<file path="src/rtl/hash_lut_loader_pkg.sv">
// rtl/hash_lut_loader_pkg.sv - shared state type and address helpers for hash_lut_loader
package hash_lut_loader_pkg;

  typedef enum logic [1:0] {
    ST_IDLE  = 2'd0,
    ST_CLEAR = 2'd1,
    ST_LOAD  = 2'd2,
    ST_DRAIN = 2'd3
  } ldr_state_e;

  function automatic int unsigned clear_sweep_len(input int unsigned blocks,
                                                  input int unsigned addr_w);
    return blocks << addr_w;
  endfunction

  // Block index sits directly above the per-block bit address.
  function automatic logic [63:0] pack_lut_addr(input logic [31:0] block,
                                                input logic [31:0] addr,
                                                input int unsigned addr_w);
    return (64'(block) << addr_w) | 64'(addr);
  endfunction

endpackage

</file>
<file path="src/rtl/lut_clear_sweeper.sv">
// rtl/lut_clear_sweeper.sv - block-major address counter covering every LUT bit once
module lut_clear_sweeper
  import hash_lut_loader_pkg::*;
#(
  parameter int unsigned MEM_BLOCKS_CNT = 78,
  parameter int unsigned MEM_BLOCKS_W   = 13,
  parameter int unsigned BLK_W          = $clog2(MEM_BLOCKS_CNT)
) (
  input  logic                    clk_i,
  input  logic                    srst_n_i,
  input  logic                    start_i,
  output logic                    valid_o,
  output logic [BLK_W-1:0]        block_o,
  output logic [MEM_BLOCKS_W-1:0] addr_o,
  output logic                    last_o,
  output logic                    done_o
);

  localparam int unsigned CNT_W     = BLK_W + MEM_BLOCKS_W;
  localparam int unsigned SWEEP_LEN = clear_sweep_len(MEM_BLOCKS_CNT, MEM_BLOCKS_W);

  logic [CNT_W-1:0] cnt_q, cnt_d;
  logic             active_q, active_d;
  logic             done_q, done_d;

  assign valid_o = active_q;
  assign block_o = cnt_q[CNT_W-1:MEM_BLOCKS_W];
  assign addr_o  = cnt_q[MEM_BLOCKS_W-1:0];
  assign last_o  = active_q && (cnt_q == CNT_W'(SWEEP_LEN - 1));
  assign done_o  = done_q;

  always_comb begin
    cnt_d    = cnt_q;
    active_d = active_q;
    done_d   = last_o;
    if (start_i) begin
      active_d = 1'b1;
      cnt_d    = '0;
    end else if (active_q) begin
      if (last_o) active_d = 1'b0;
      else        cnt_d    = cnt_q + CNT_W'(1);
    end
  end

  always_ff @(posedge clk_i) begin
    if (!srst_n_i) begin
      cnt_q    <= '0;
      active_q <= 1'b0;
      done_q   <= 1'b0;
    end else begin
      cnt_q    <= cnt_d;
      active_q <= active_d;
      done_q   <= done_d;
    end
  end

endmodule

</file>
<file path="src/rtl/hash_lut_loader.sv">
// rtl/hash_lut_loader.sv - clears then programs the hash_lut bit memory over an Avalon-MM write port
// Optional write-one counter output wr_cnt_o under HASH_LUT_LOADER_WR_CNT_EN.
module hash_lut_loader
  import hash_lut_loader_pkg::*;
#(
  parameter int unsigned AMM_LUT_ADDR_W = 32,
  parameter int unsigned AMM_LUT_DATA_W = 32,
  parameter int unsigned MEM_BLOCKS_CNT = 78,
  parameter int unsigned MEM_BLOCKS_W   = 13,
  parameter int unsigned SETTLE_CYCLES  = 2
) (
  input  logic                              clk_i,
  input  logic                              srst_n_i,
  input  logic                              cfg_start_i,
  input  logic                              cfg_done_i,
  input  logic                              set_valid_i,
  output logic                              set_ready_o,
  input  logic [$clog2(MEM_BLOCKS_CNT)-1:0] set_block_i,
  input  logic [MEM_BLOCKS_W-1:0]           set_addr_i,
  input  logic                              set_val_i,
  output logic                              config_o,
  output logic [AMM_LUT_ADDR_W-1:0]         amm_master_lut_address_o,
  output logic                              amm_master_lut_write_o,
  output logic [AMM_LUT_DATA_W-1:0]         amm_master_lut_writedata_o,
  output logic                              busy_o,
  output logic                              clear_done_o,
  output logic                              err_o
`ifdef HASH_LUT_LOADER_WR_CNT_EN
  ,
  output logic [31:0]                       wr_cnt_o
`endif
);

  localparam int unsigned BLK_W    = $clog2(MEM_BLOCKS_CNT);
  localparam int unsigned SETTLE_W = $clog2(SETTLE_CYCLES + 2);

  ldr_state_e                state_q, state_d;
  logic [AMM_LUT_ADDR_W-1:0] addr_q, addr_d;
  logic [AMM_LUT_DATA_W-1:0] data_q, data_d;
  logic                      write_q, write_d;
  logic                      config_q, config_d;
  logic                      busy_q, busy_d;
  logic                      ready_q, ready_d;
  logic                      clear_done_q, clear_done_d;
  logic                      err_q, err_d;
  logic [SETTLE_W-1:0]       settle_q, settle_d;
`ifdef HASH_LUT_LOADER_WR_CNT_EN
  logic [31:0]               wr_cnt_q, wr_cnt_d;
`endif

  logic                    sweep_start;
  logic                    sweep_valid;
  logic [BLK_W-1:0]        sweep_block;
  logic [MEM_BLOCKS_W-1:0] sweep_addr;
  logic                    sweep_last;
  logic                    sweep_done;
  logic                    handshake;
  logic                    blk_ok;

  lut_clear_sweeper #(
    .MEM_BLOCKS_CNT(MEM_BLOCKS_CNT),
    .MEM_BLOCKS_W  (MEM_BLOCKS_W),
    .BLK_W         (BLK_W)
  ) u_sweeper (
    .clk_i   (clk_i),
    .srst_n_i(srst_n_i),
    .start_i (sweep_start),
    .valid_o (sweep_valid),
    .block_o (sweep_block),
    .addr_o  (sweep_addr),
    .last_o  (sweep_last),
    .done_o  (sweep_done)
  );

  assign handshake = set_valid_i && ready_q;
  assign blk_ok    = 32'(set_block_i) < MEM_BLOCKS_CNT;

  always_comb begin
    state_d      = state_q;
    addr_d       = addr_q;
    data_d       = data_q;
    write_d      = 1'b0;
    clear_done_d = sweep_done;
    err_d        = err_q;
    settle_d     = settle_q;
    sweep_start  = 1'b0;
`ifdef HASH_LUT_LOADER_WR_CNT_EN
    wr_cnt_d     = wr_cnt_q;
`endif
    case (state_q)
      ST_IDLE: begin
        if (cfg_start_i) begin
          state_d     = ST_CLEAR;
          sweep_start = 1'b1;
          err_d       = 1'b0;
`ifdef HASH_LUT_LOADER_WR_CNT_EN
          wr_cnt_d    = '0;
`endif
        end
      end
      ST_CLEAR: begin
        if (sweep_valid) begin
          write_d = 1'b1;
          addr_d  = AMM_LUT_ADDR_W'(pack_lut_addr(32'(sweep_block), 32'(sweep_addr), MEM_BLOCKS_W));
          data_d  = '0;
        end
        if (clear_done_q) state_d = ST_LOAD;
      end
      ST_LOAD: begin
        if (handshake) begin
          if (blk_ok) begin
            write_d = 1'b1;
            addr_d  = AMM_LUT_ADDR_W'(pack_lut_addr(32'(set_block_i), 32'(set_addr_i), MEM_BLOCKS_W));
            data_d  = AMM_LUT_DATA_W'(set_val_i);
`ifdef HASH_LUT_LOADER_WR_CNT_EN
            if (set_val_i && (wr_cnt_q != 32'hFFFF_FFFF)) wr_cnt_d = wr_cnt_q + 32'd1;
`endif
          end else begin
            err_d = 1'b1;
          end
        end
        if (cfg_done_i) begin
          state_d  = ST_DRAIN;
          settle_d = '0;
        end
      end
      ST_DRAIN: begin
        // A write issued on the closing handshake is still on the bus; settle counting starts after it.
        if (!write_q) begin
          if (32'(settle_q) + 32'd1 >= SETTLE_CYCLES) state_d  = ST_IDLE;
          else                                         settle_d = settle_q + SETTLE_W'(1);
        end
      end
      default: state_d = ST_IDLE;
    endcase
    config_d = (state_d != ST_IDLE);
    busy_d   = (state_d != ST_IDLE);
    ready_d  = (state_d == ST_LOAD);
  end

  always_ff @(posedge clk_i) begin
    if (!srst_n_i) begin
      state_q      <= ST_IDLE;
      addr_q       <= '0;
      data_q       <= '0;
      write_q      <= 1'b0;
      config_q     <= 1'b0;
      busy_q       <= 1'b0;
      ready_q      <= 1'b0;
      clear_done_q <= 1'b0;
      err_q        <= 1'b0;
      settle_q     <= '0;
`ifdef HASH_LUT_LOADER_WR_CNT_EN
      wr_cnt_q     <= '0;
`endif
    end else begin
      state_q      <= state_d;
      addr_q       <= addr_d;
      data_q       <= data_d;
      write_q      <= write_d;
      config_q     <= config_d;
      busy_q       <= busy_d;
      ready_q      <= ready_d;
      clear_done_q <= clear_done_d;
      err_q        <= err_d;
      settle_q     <= settle_d;
`ifdef HASH_LUT_LOADER_WR_CNT_EN
      wr_cnt_q     <= wr_cnt_d;
`endif
    end
  end

  assign set_ready_o                = ready_q;
  assign config_o                   = config_q;
  assign amm_master_lut_address_o   = addr_q;
  assign amm_master_lut_write_o     = write_q;
  assign amm_master_lut_writedata_o = data_q;
  assign busy_o                     = busy_q;
  assign clear_done_o               = clear_done_q;
  assign err_o                      = err_q;
`ifdef HASH_LUT_LOADER_WR_CNT_EN
  assign wr_cnt_o                   = wr_cnt_q;
`endif

  logic unused_last;
  assign unused_last = sweep_last;

endmodule

</file>
<file path="config.mk">
export PLATFORM = sky130hd
export DESIGN_NAME = hash_lut_loader
export DESIGN_NICKNAME = d
export VERILOG_FILES = /design/src/rtl/hash_lut_loader_pkg.sv /design/src/rtl/lut_clear_sweeper.sv /design/src/rtl/hash_lut_loader.sv
export SDC_FILE = /design/constraint.sdc
export NUM_CORES = 1
export LEC_CHECK = 0
export ABC_CLOCK_PERIOD_IN_PS = 2100
export CAP_MARGIN = 25
export CORE_AREA = 2 2 123 89
export CTS_BUF_LIST = sky130_fd_sc_hd__clkbuf_8
export CTS_CLUSTER_SIZE = 16
export DETAILED_ROUTE_END_ITERATION = 8
export DIE_AREA = 0 0 125 91
export REMOVE_ABC_BUFFERS = 1
export SLEW_MARGIN = 10
export SYNTH_ARGS = -nofsm -noshare
export SYNTH_HDL_FRONTEND = slang
export SYNTH_SLANG_ARGS = --single-unit
export TNS_END_PERCENT = 5
</file>
<file path="constraint.sdc">
create_clock -name clk_i -period 2.1 [get_ports clk_i]
set_clock_uncertainty 0.1 [all_clocks]
set_input_delay 0.525 -clock clk_i [delete_from_list [all_inputs] [get_ports clk_i]]
set_output_delay 0.525 -clock clk_i [all_outputs]
set_load 0.02 [all_outputs]
</file>
==> metrics.md, run 1 <==
| Metric | Value |
|---|---|
| Final Max Tran Viols | `0` |
| GPL Wtd Cong | `0.829` |
| Worst Setup Start Kind | `register` |
| Utilization after layout | `0.383` |
| Wire length of the first global-routing pass | `12500 um` |
| Root Buffer Master | `clkbuf_8` |
| Post-Place Cell Area | `3760 sq um` |
| Die Outline Area | `11400 sq um` |
| Setup violators final | `0` |
| Setup repair after global routing missed its margin | `yes` |
| Number of violations reported at the end of detailed-routing iteration 0 | `215` |
| Final worst-path cycle share | `0.987` |
| Synthesized area | `3010 sq um` |
| Ant diodes | `0` |
| Count of warnings emitted by yosys | `0` |
| All-layer global routing usage | `0.134` |
| Number of enable flip-flop cells after synthesis | `0` |
| DRC violation count after routing | `0` |
| Resized cells post-CTS | `0` |
| Count of unique library cells instantiated by Yosys | `48` |
| Clock-pin slew reported for the worst setup and hold paths after clock tree synthesis | `100 ps` |
| Layout net count | `461` |
| TritonCTS clock tree | `done` |
| Kind of path behind the tightest hold check | `register to register` |
| Die W | `125 um` |
| Cell-by-cell listing of the critical path | `or4b_1 -> buf_4 -> or3_2 -> nor3_1` |
| Register bit count reported by yosys | `52` |
| Final antenna-violating net count | `0` |
| Number of max-cap violations | `0` |
| Critical setup path kind | `register to register` |
| HPWL Detailed | `5980 um` |
| Peak Freq | `482 MHz` |
| Number of iterations in the first detailed-routing pass | `4` |
| P per Cell Area | `506 nW/um^2` |
| Hold violation count in the final report | `0` |
| Vertical extent of the die | `91 um` |
| Final WL | `7860 um` |
| Initial Utilization | `0.297` |
| Vias in the first global route | `2450` |
| Routed wire length per instance | `14.0 um` |
| Maximum level of the CTS H-tree | `2` |
| Average cell area after synthesis | `8.47 sq um` |
| Detailed-route vias per instance | `4.87` |
| Routed via count | `2733` |
| Share of post-route cells with drive strength above 1 | `0.168` |
| Clock tree buffer depth | `2` |
| Final critical-path setup slack | `27.2 ps` |
| Sequential fraction of the synthesis area | `0.345` |
| Worst Path Max Fanout | `4` |
| Arrival @ worst endpoint | `2180 ps` |
| Gr ovfl total | `0` |
| Worst setup slack before clock tree synthesis | `-164 ps` |
| Instance count of the mapped netlist | `356` |
| Tightest hold margin | `356 ps` |
| Leak | `0.00159 uW` |
| Post-CTS Hold Fix Bufs | `0` |
| Number of I/O pins | `96` |
| Async set-reset flop share out of synthesis | `0` |
| Min cycle time layout | `2070 ps` |
| Critical path endpoint category | `register` |
| Std-Cell Core Area | `10200 sq um` |
| Final std cell area, no fill | `3890 sq um` |
| Signed area change from the synthesized netlist to the final layout | `29.1%` |
| Main flop type after synthesis | `dfxtp_1` |
| Site Rows | `31` |
| Initial antenna violation count | `0` |
| Largest stage delay on the critical path | `570 ps` |
| Post-CTS setup buffers | `0` |
| Maximum number of pins on one net before global-route repair | `42` |
| VDD IR-drop max | `214 uV` |
| Cell at the slowest stage of the critical path | `or4b_1` |
| PortBufs | `52` |
| Critical path required time | `2210 ps` |
| Result of the run | `finished clean` |
| Count of clock tree sinks | `52` |
| Inserted Clock Buffers | `5` |
| Worst-Skew Late Latency | `310 ps` |
## placed cells by master (no fill, tap or decap), types with 5 or more instances in the layout
cell / synthesis / layout
a21oi_1: 40 / 40
nand4_1: 6 / 6
o221a_2: 20 / 20
clkbuf_8: 0 / 5
clkdlybuf4s50_1: 0 / 52
ha_1: 7 / 6
o21bai_1: 21 / 21
nand2_1: 43 / 43
o31ai_1: 5 / 5
nand3_1: 10 / 10
conb_1: 1 / 43
and2_1: 5 / 5
dfxtp_1: 52 / 52
nand2b_1: 5 / 5
o21ai_0: 11 / 11
nor2_1: 7 / 7
inv_1: 6 / 7
buf_4: 44 / 29
or4_1: 6 / 6
## cell type report
class	count	area, sq um
fillers	1015	6270
well taps	132	165
clock inverters	3	42.5
clock buffers	5	68.8
inverters	7	26.3
flip-flops and latches	52	1040
repair buffers	85	818
multi-input cells	277	1730
## worst max-delay path: cells and delay by family, from the launching register on
family / cells / cell delay, ps
AND/OR/NAND/NOR: 3 / 1280
buffers and inverters: 1 / 200
flip-flops: 1 / 390
## logic make-up (layout without fill, tap and decap cells)
| group | after synthesis | in the layout | share of synthesized area |
|---|---|---|---|
| compound gates | 112 | 112 | 0.267 |
| simple gates | 108 | 108 | 0.191 |
| buf+inv | 69 | 100 | 0.142 |
| flops | 52 | 52 | 0.345 |
| fa+ha+maj | 7 | 7 | 0.0291 |
| mux | 6 | 6 | 0.0203 |
| other cells | 1 | 43 | 0.00124 |
| xor+xnor | 1 | 1 | 0.00291 |
## stage by stage
| stage | instances | TNS [ps] | total power, uW |
|---|---|---|---|
| 5_1_grt | 561 | -8.06 | 2040 |
| 6_report | 561 | 0 | 1970 |
| 3_3_place_gp | 553 | -2500 | 1280 |
| 2_1_floorplan | 336 | -23400 | 1170 |
| 3_5_place_dp | 553 | -2860 | 1290 |
| 4_1_cts | 561 | 0 | 1980 |
## power breakdown
group,switching [uW],internal [uW]
clock network,346,356
registers,9.40,995
logic,157,104
## path summary, 6_finish.rpt
check                      start                to  slack [ps]  depth (start not counted)
max reg2reg  u_sweeper.cnt_q[19]  u_sweeper.done_o          30                          4
min             u_sweeper.done_o      clear_done_o         360                          1
max          u_sweeper.cnt_q[19]  u_sweeper.done_o          30                          4
min reg2reg     u_sweeper.done_o      clear_done_o         360                          1
## layer usage
layer | wire length [um] | vias up | GRT usage | part of all wire
li1 | - | 1362 | - | -
met1 | 3950 | 1275 | 0.204 | 0.50
met2 | 3320 | 84 | 0.189 | 0.42
met3 | 498 | 12 | 0.0289 | 0.063
met4 | 89 | 0 | 0.0361 | 0.011
met5 | 0 | - | 0 | 0
## Yosys cell counts (all sizes together) (2+ instances only)
cell type / number / area, sq um
o31ai: 5 / 37.5
o21bai: 21 / 158
a21oi: 40 / 200
buf: 51 / 362
nor3: 5 / 25.0
nand4: 6 / 37.5
a31oi: 3 / 18.8
nor4: 2 / 27.5
and4: 4 / 35.0
clkbuf: 11 / 41.3
or4: 6 / 45.0
nand3b: 2 / 15.0
dfxtp: 52 / 1040
mux2i: 5 / 50.1
ha: 7 / 87.6
nand2: 43 / 161
nand3: 10 / 50.1
inv: 7 / 26.3
nand2b: 5 / 31.3
and2: 5 / 31.3
a2111o: 2 / 22.5
and3: 3 / 18.8
or3: 6 / 41.3
o21ai: 11 / 55.1
nor2: 7 / 26.3
o221a: 20 / 225
## state kept, by name, indices dropped and copies added, names as in the netlist
name	cells
amm_master_lut_address_o	20
amm_master_lut_write_o	1
amm_master_lut_writedata_o	1
busy_o	1
clear_done_o	1
err_o	1
set_ready_o	1
settle_q	2
state_q	2
u_sweeper.cnt_q	20
u_sweeper.done_o	1
u_sweeper.valid_o	1
(Power assumes the default switching activity.)
==> run 2: changes to the inputs <==
--- a/config.mk
+++ b/config.mk
@@ -5,13 +5,14 @@
 export SDC_FILE = /design/constraint.sdc
 export NUM_CORES = 1
 export LEC_CHECK = 0
+export ABC_AREA = 1
 export ABC_CLOCK_PERIOD_IN_PS = 2100
 export CAP_MARGIN = 25
-export CORE_AREA = 2 2 123 89
+export CORE_AREA = 2 2 126 91
 export CTS_BUF_LIST = sky130_fd_sc_hd__clkbuf_8
-export CTS_CLUSTER_SIZE = 16
+export CTS_CLUSTER_SIZE = 20
 export DETAILED_ROUTE_END_ITERATION = 8
-export DIE_AREA = 0 0 125 91
+export DIE_AREA = 0 0 128 93
 export REMOVE_ABC_BUFFERS = 1
 export SLEW_MARGIN = 10
 export SYNTH_ARGS = -nofsm -noshare
==> metrics.md, run 2 <==
| Metric | Value |
|---|---|
| Peak Freq | `508 MHz (+5.4%)` |
| Crit-path leading delay family | `buffers and inverters` |
| Wire length of the first global-routing pass | `13600 um (+8.3%)` |
| Worst setup path startpoint | `amm_master_lut_address_o[6]` |
| Largest stage delay on the critical path | `630 ps (+60 ps)` |
| Std-Cell Core Area | `10700 sq um (+5.6%)` |
| Critical path required time | `1470 ps (-740 ps)` |
| Filler cell count in the final layout | `1131 (+11%)` |
| Number of enable flip-flop cells after synthesis | `0 (unchanged)` |
| Simple-gate share of the synthesized area | `0.342 (+0.150)` |
| Result of the run | `finished clean` |
| Most common library cell in the layout ignoring fill and taps | `nand2_1` |
| Count of unique library cells instantiated by Yosys | `30 (-38%)` |
| Routed via count | `3014 (+10%)` |
| Detailed-route vias per instance | `4.51 (-7.4%)` |
| Maximum number of pins on one net before global-route repair | `40 (-4.8%)` |
| Top cell type's share of synthesized area | `0.329 (-0.0168)` |
| Number of I/O pins | `96 (unchanged)` |
| All-layer global routing usage | `0.143 (+0.00926)` |
| Die W | `128 um (+2.4%)` |
| Cell at the slowest stage of the critical path | `clkdlybuf4s50_1` |
| Count of warnings emitted by yosys | `0 (unchanged)` |
| Setup repair after global routing missed its margin | `no` |
| Gr ovfl total | `0 (unchanged)` |
| Signed area change from the synthesized netlist to the final layout | `22.4%` |
| Instance count of the mapped netlist | `476 (+34%)` |
| Critical path endpoint category | `primary output` |
| Final worst-path cycle share | `0.937 (-0.0504)` |
| Initial Utilization | `0.295 (-0.00136)` |
| Maximum level of the CTS H-tree | `2 (unchanged)` |
| Final WL | `8410 um (+7.0%)` |
| Critical setup path kind | `register to primary output` |
| Post-CTS Hold Fix Bufs | `0 (unchanged)` |
| GPL Wtd Cong | `0.901 (+8.6%)` |
| Async set-reset flop share out of synthesis | `0 (unchanged)` |
| Placed cell count | `660 (+19%)` |
| Register bit count reported by yosys | `52 (unchanged)` |
| Inserted Clock Buffers | `5 (unchanged)` |
| Die Outline Area | `11900 sq um (+4.7%)` |
| Clock-pin slew reported for the worst setup and hold paths after clock tree synthesis | `110 ps (about the same)` |
| Cell-by-cell listing of the critical path | `clkdlybuf4s50_1` |
| Share of post-route cells with drive strength above 1 | `0.0677 (-0.100)` |
| Internal power | `1480 uW (+1.5%)` |
| Switching part of the total | `0.286 (+0.0254)` |
| Count of clock tree sinks | `52 (unchanged)` |
| Setup violators final | `0 (unchanged)` |
| Worst hold path startpoint | `u_sweeper.done_o` |
| Main flop type after synthesis | `dfxtp_1` |
| HPWL Detailed | `6520 um (+9.1%)` |
| Clock tree buffer depth | `2 (unchanged)` |
| Synthesized area | `3170 sq um (+5.1%)` |
| Net switching power of the design | `591 uW (+15%)` |
| Area used by multi-input combinational logic | `1710 sq um (-1.0%)` |
| Ant diodes | `0 (unchanged)` |
| Post-CTS setup buffers | `0 (unchanged)` |
| Final antenna-violating net count | `0 (unchanged)` |
| Number of max-cap violations | `0 (unchanged)` |
| R2R Path Start | `u_sweeper.cnt_q[0]` |
| CP Buf/Inv Count | `1 (unchanged)` |
| Kind of path behind the tightest hold check | `register to register` |
| Arrival @ worst endpoint | `1340 ps (-840 ps)` |
| Register Area | `1040 sq um (unchanged)` |
| Final Max Tran Viols | `0 (unchanged)` |
| Root Buffer Master | `clkbuf_8` |
| Adder-Cell Fraction of Synth Area | `0.0276 (-0.00141)` |
| VDD IR-drop max | `183 uV (-14%)` |
| R2R depth | `9 (+5)` |
| Leak | `0.00156 uW (-1.8%)` |
| Final critical-path setup slack | `133 ps (+106 ps)` |
| Library cell with the highest instance count after synthesis | `nand2_1` |
| Fraction of power consumed by sequential logic | `0.491 (-0.019)` |
| Complex-gate fraction of the synthesized area | `0.111 (-0.156)` |
| Vertical extent of the die | `93 um (+2.2%)` |
| Part of the total power dissipated in the clock network | `0.347 (-0.010)` |
| Combinational Power Share | `0.162 (+0.029)` |
| Vias in the first global route | `2657 (+8.4%)` |
| Portion of netlist area occupied by mux cells | `0 (-0.0203)` |
| Min cycle time layout | `1970 ps (-106 ps)` |
| Worst-Skew Late Latency | `320 ps (about the same)` |
| Sequential fraction of the synthesis area | `0.329 (-0.0168)` |
| Worst Path Max Fanout | `2 (-2)` |
| Initial antenna violation count | `0 (unchanged)` |
| Number of violations reported at the end of detailed-routing iteration 0 | `303 (+41%)` |
| Most frequent cells in the layout | `137 x nand2_1, 52 x dfxtp_1, 52 x clkdlybuf4s50_1, 43 x conb_1, 42 x inv_1` |
| Layout net count | `564 (+22%)` |
| Number of iterations in the first detailed-routing pass | `4 (unchanged)` |
| Final non-filler cell total | `668 (+19%)` |
| Leading cell types by total area after synthesis | `dfxtp_1 33%, nand2_1 16%, buf_4 11%, a21oi_1 6.2%, nand4_1 5.7%` |
| TritonCTS clock tree | `done` |
| Dominant combinational cell family by area after synthesis | `simple AND/OR/NAND/NOR gates` |
| Path length in cells of the critical path | `1 (-3)` |
| Worst Setup Start Kind | `register` |
| Number of cells traversed by the worst hold path | `2 (+1)` |
| Xor and xnor area share after synthesis | `0.00829 (+0.00539)` |
| Ranking of synthesized cells by instance count | `137 x nand2_1, 52 x dfxtp_1, 45 x buf_4` |
| Resized cells post-CTS | `0 (unchanged)` |
| Site Rows | `32 (+3.2%)` |
| Routed wire length per instance | `12.6 um (-10%)` |
| DRC violation count after routing | `0 (unchanged)` |
| Most area-hungry cell type in the Yosys netlist | `dfxtp_1` |
| P per Cell Area | `533 nW/um^2 (+5.4%)` |
| Worst setup slack before clock tree synthesis | `105 ps (+270 ps)` |
| Average cell area after synthesis | `6.66 sq um (-21%)` |
| Hold violation count in the final report | `0 (unchanged)` |
| PortBufs | `52 (unchanged)` |
[run 2: worst paths after layout]
path / slack, ps / to
setup reg to reg: 220 / u_sweeper.cnt_q[0]
setup / recovery: 130 / amm_master_lut_address_o[6]
hold / removal: 320 / clear_done_o
hold reg to reg: 320 / clear_done_o
[run 2: kinds of logic (layout without fill, tap and decap cells)]
group | Yosys count | after routing
xor+xnor | 3 | 3
simple gates | 241 | 241
buf+inv | 105 | 119
flops | 52 | 52
fa+ha+maj | 7 | 7
other cells | 1 | 43
compound gates | 67 | 67
[run 2: metrics by stage]
stage | power (uW) | util | instance area (sq um) | hold slack [ps] | TNS, ps
2_1_floorplan | 1220 | - | 2910 | 290 | -26410
3_3_place_gp | 1370 | 0.351 | 3760 | 299 | 0
3_5_place_dp | 1370 | 0.351 | 3760 | 302 | 0
4_1_cts | 2090 | 0.361 | 3880 | 324 | 0
5_1_grt | 2170 | 0.361 | 3880 | 348 | 0
6_report | 2070 | 0.361 | 3880 | 318 | 0
[run 2: metal layers]
| metal | GRT usage | wire length, um | part of all wire | vias to the layer above |
|---|---|---|---|---|
| met5 | 0 | 0 | 0 | - |
| met4 | 0.0366 | 97 | 0.012 | 0 |
| met3 | 0.0275 | 559 | 0.067 | 10 |
| met2 | 0.199 | 3400 | 0.40 | 88 |
| met1 | 0.222 | 4350 | 0.52 | 1349 |
| li1 | - | - | - | 1567 |
[run 2: area by class of cell]
| cell class | count | area share |
|---|---|---|
| clock inverter | 3 | 0.0110 |
| multi-input combinational | 361 | 0.441 |
| timing repair buffer | 69 | 0.177 |
| tap | 136 | 0.0439 |
| sequential | 52 | 0.269 |
| clock buffer | 5 | 0.0178 |
| inverter | 42 | 0.0407 |
[run 2: power by group through the flow]
| stage | logic [uW] | clock network [uW] | registers [uW] |
|---|---|---|---|
| detailed placement | 332 | 0 | 1040 |
| global placement | 332 | 0 | 1040 |
| CTS | 333 | 744 | 1010 |
| floorplan | 173 | 0 | 1050 |
| finish | 336 | 717 | 1010 |
| global route | 368 | 784 | 1020 |
==> run 3: changes to the inputs <==
--- a/config.mk
+++ b/config.mk
@@ -14,7 +14,6 @@
 export DETAILED_ROUTE_END_ITERATION = 8
 export DIE_AREA = 0 0 128 93
 export REMOVE_ABC_BUFFERS = 1
-export SLEW_MARGIN = 10
 export SYNTH_ARGS = -nofsm -noshare
 export SYNTH_HDL_FRONTEND = slang
 export SYNTH_SLANG_ARGS = --single-unit
==> results of run 3 <==
No change in the layout: final DEF, timing and power equal those of run 2.
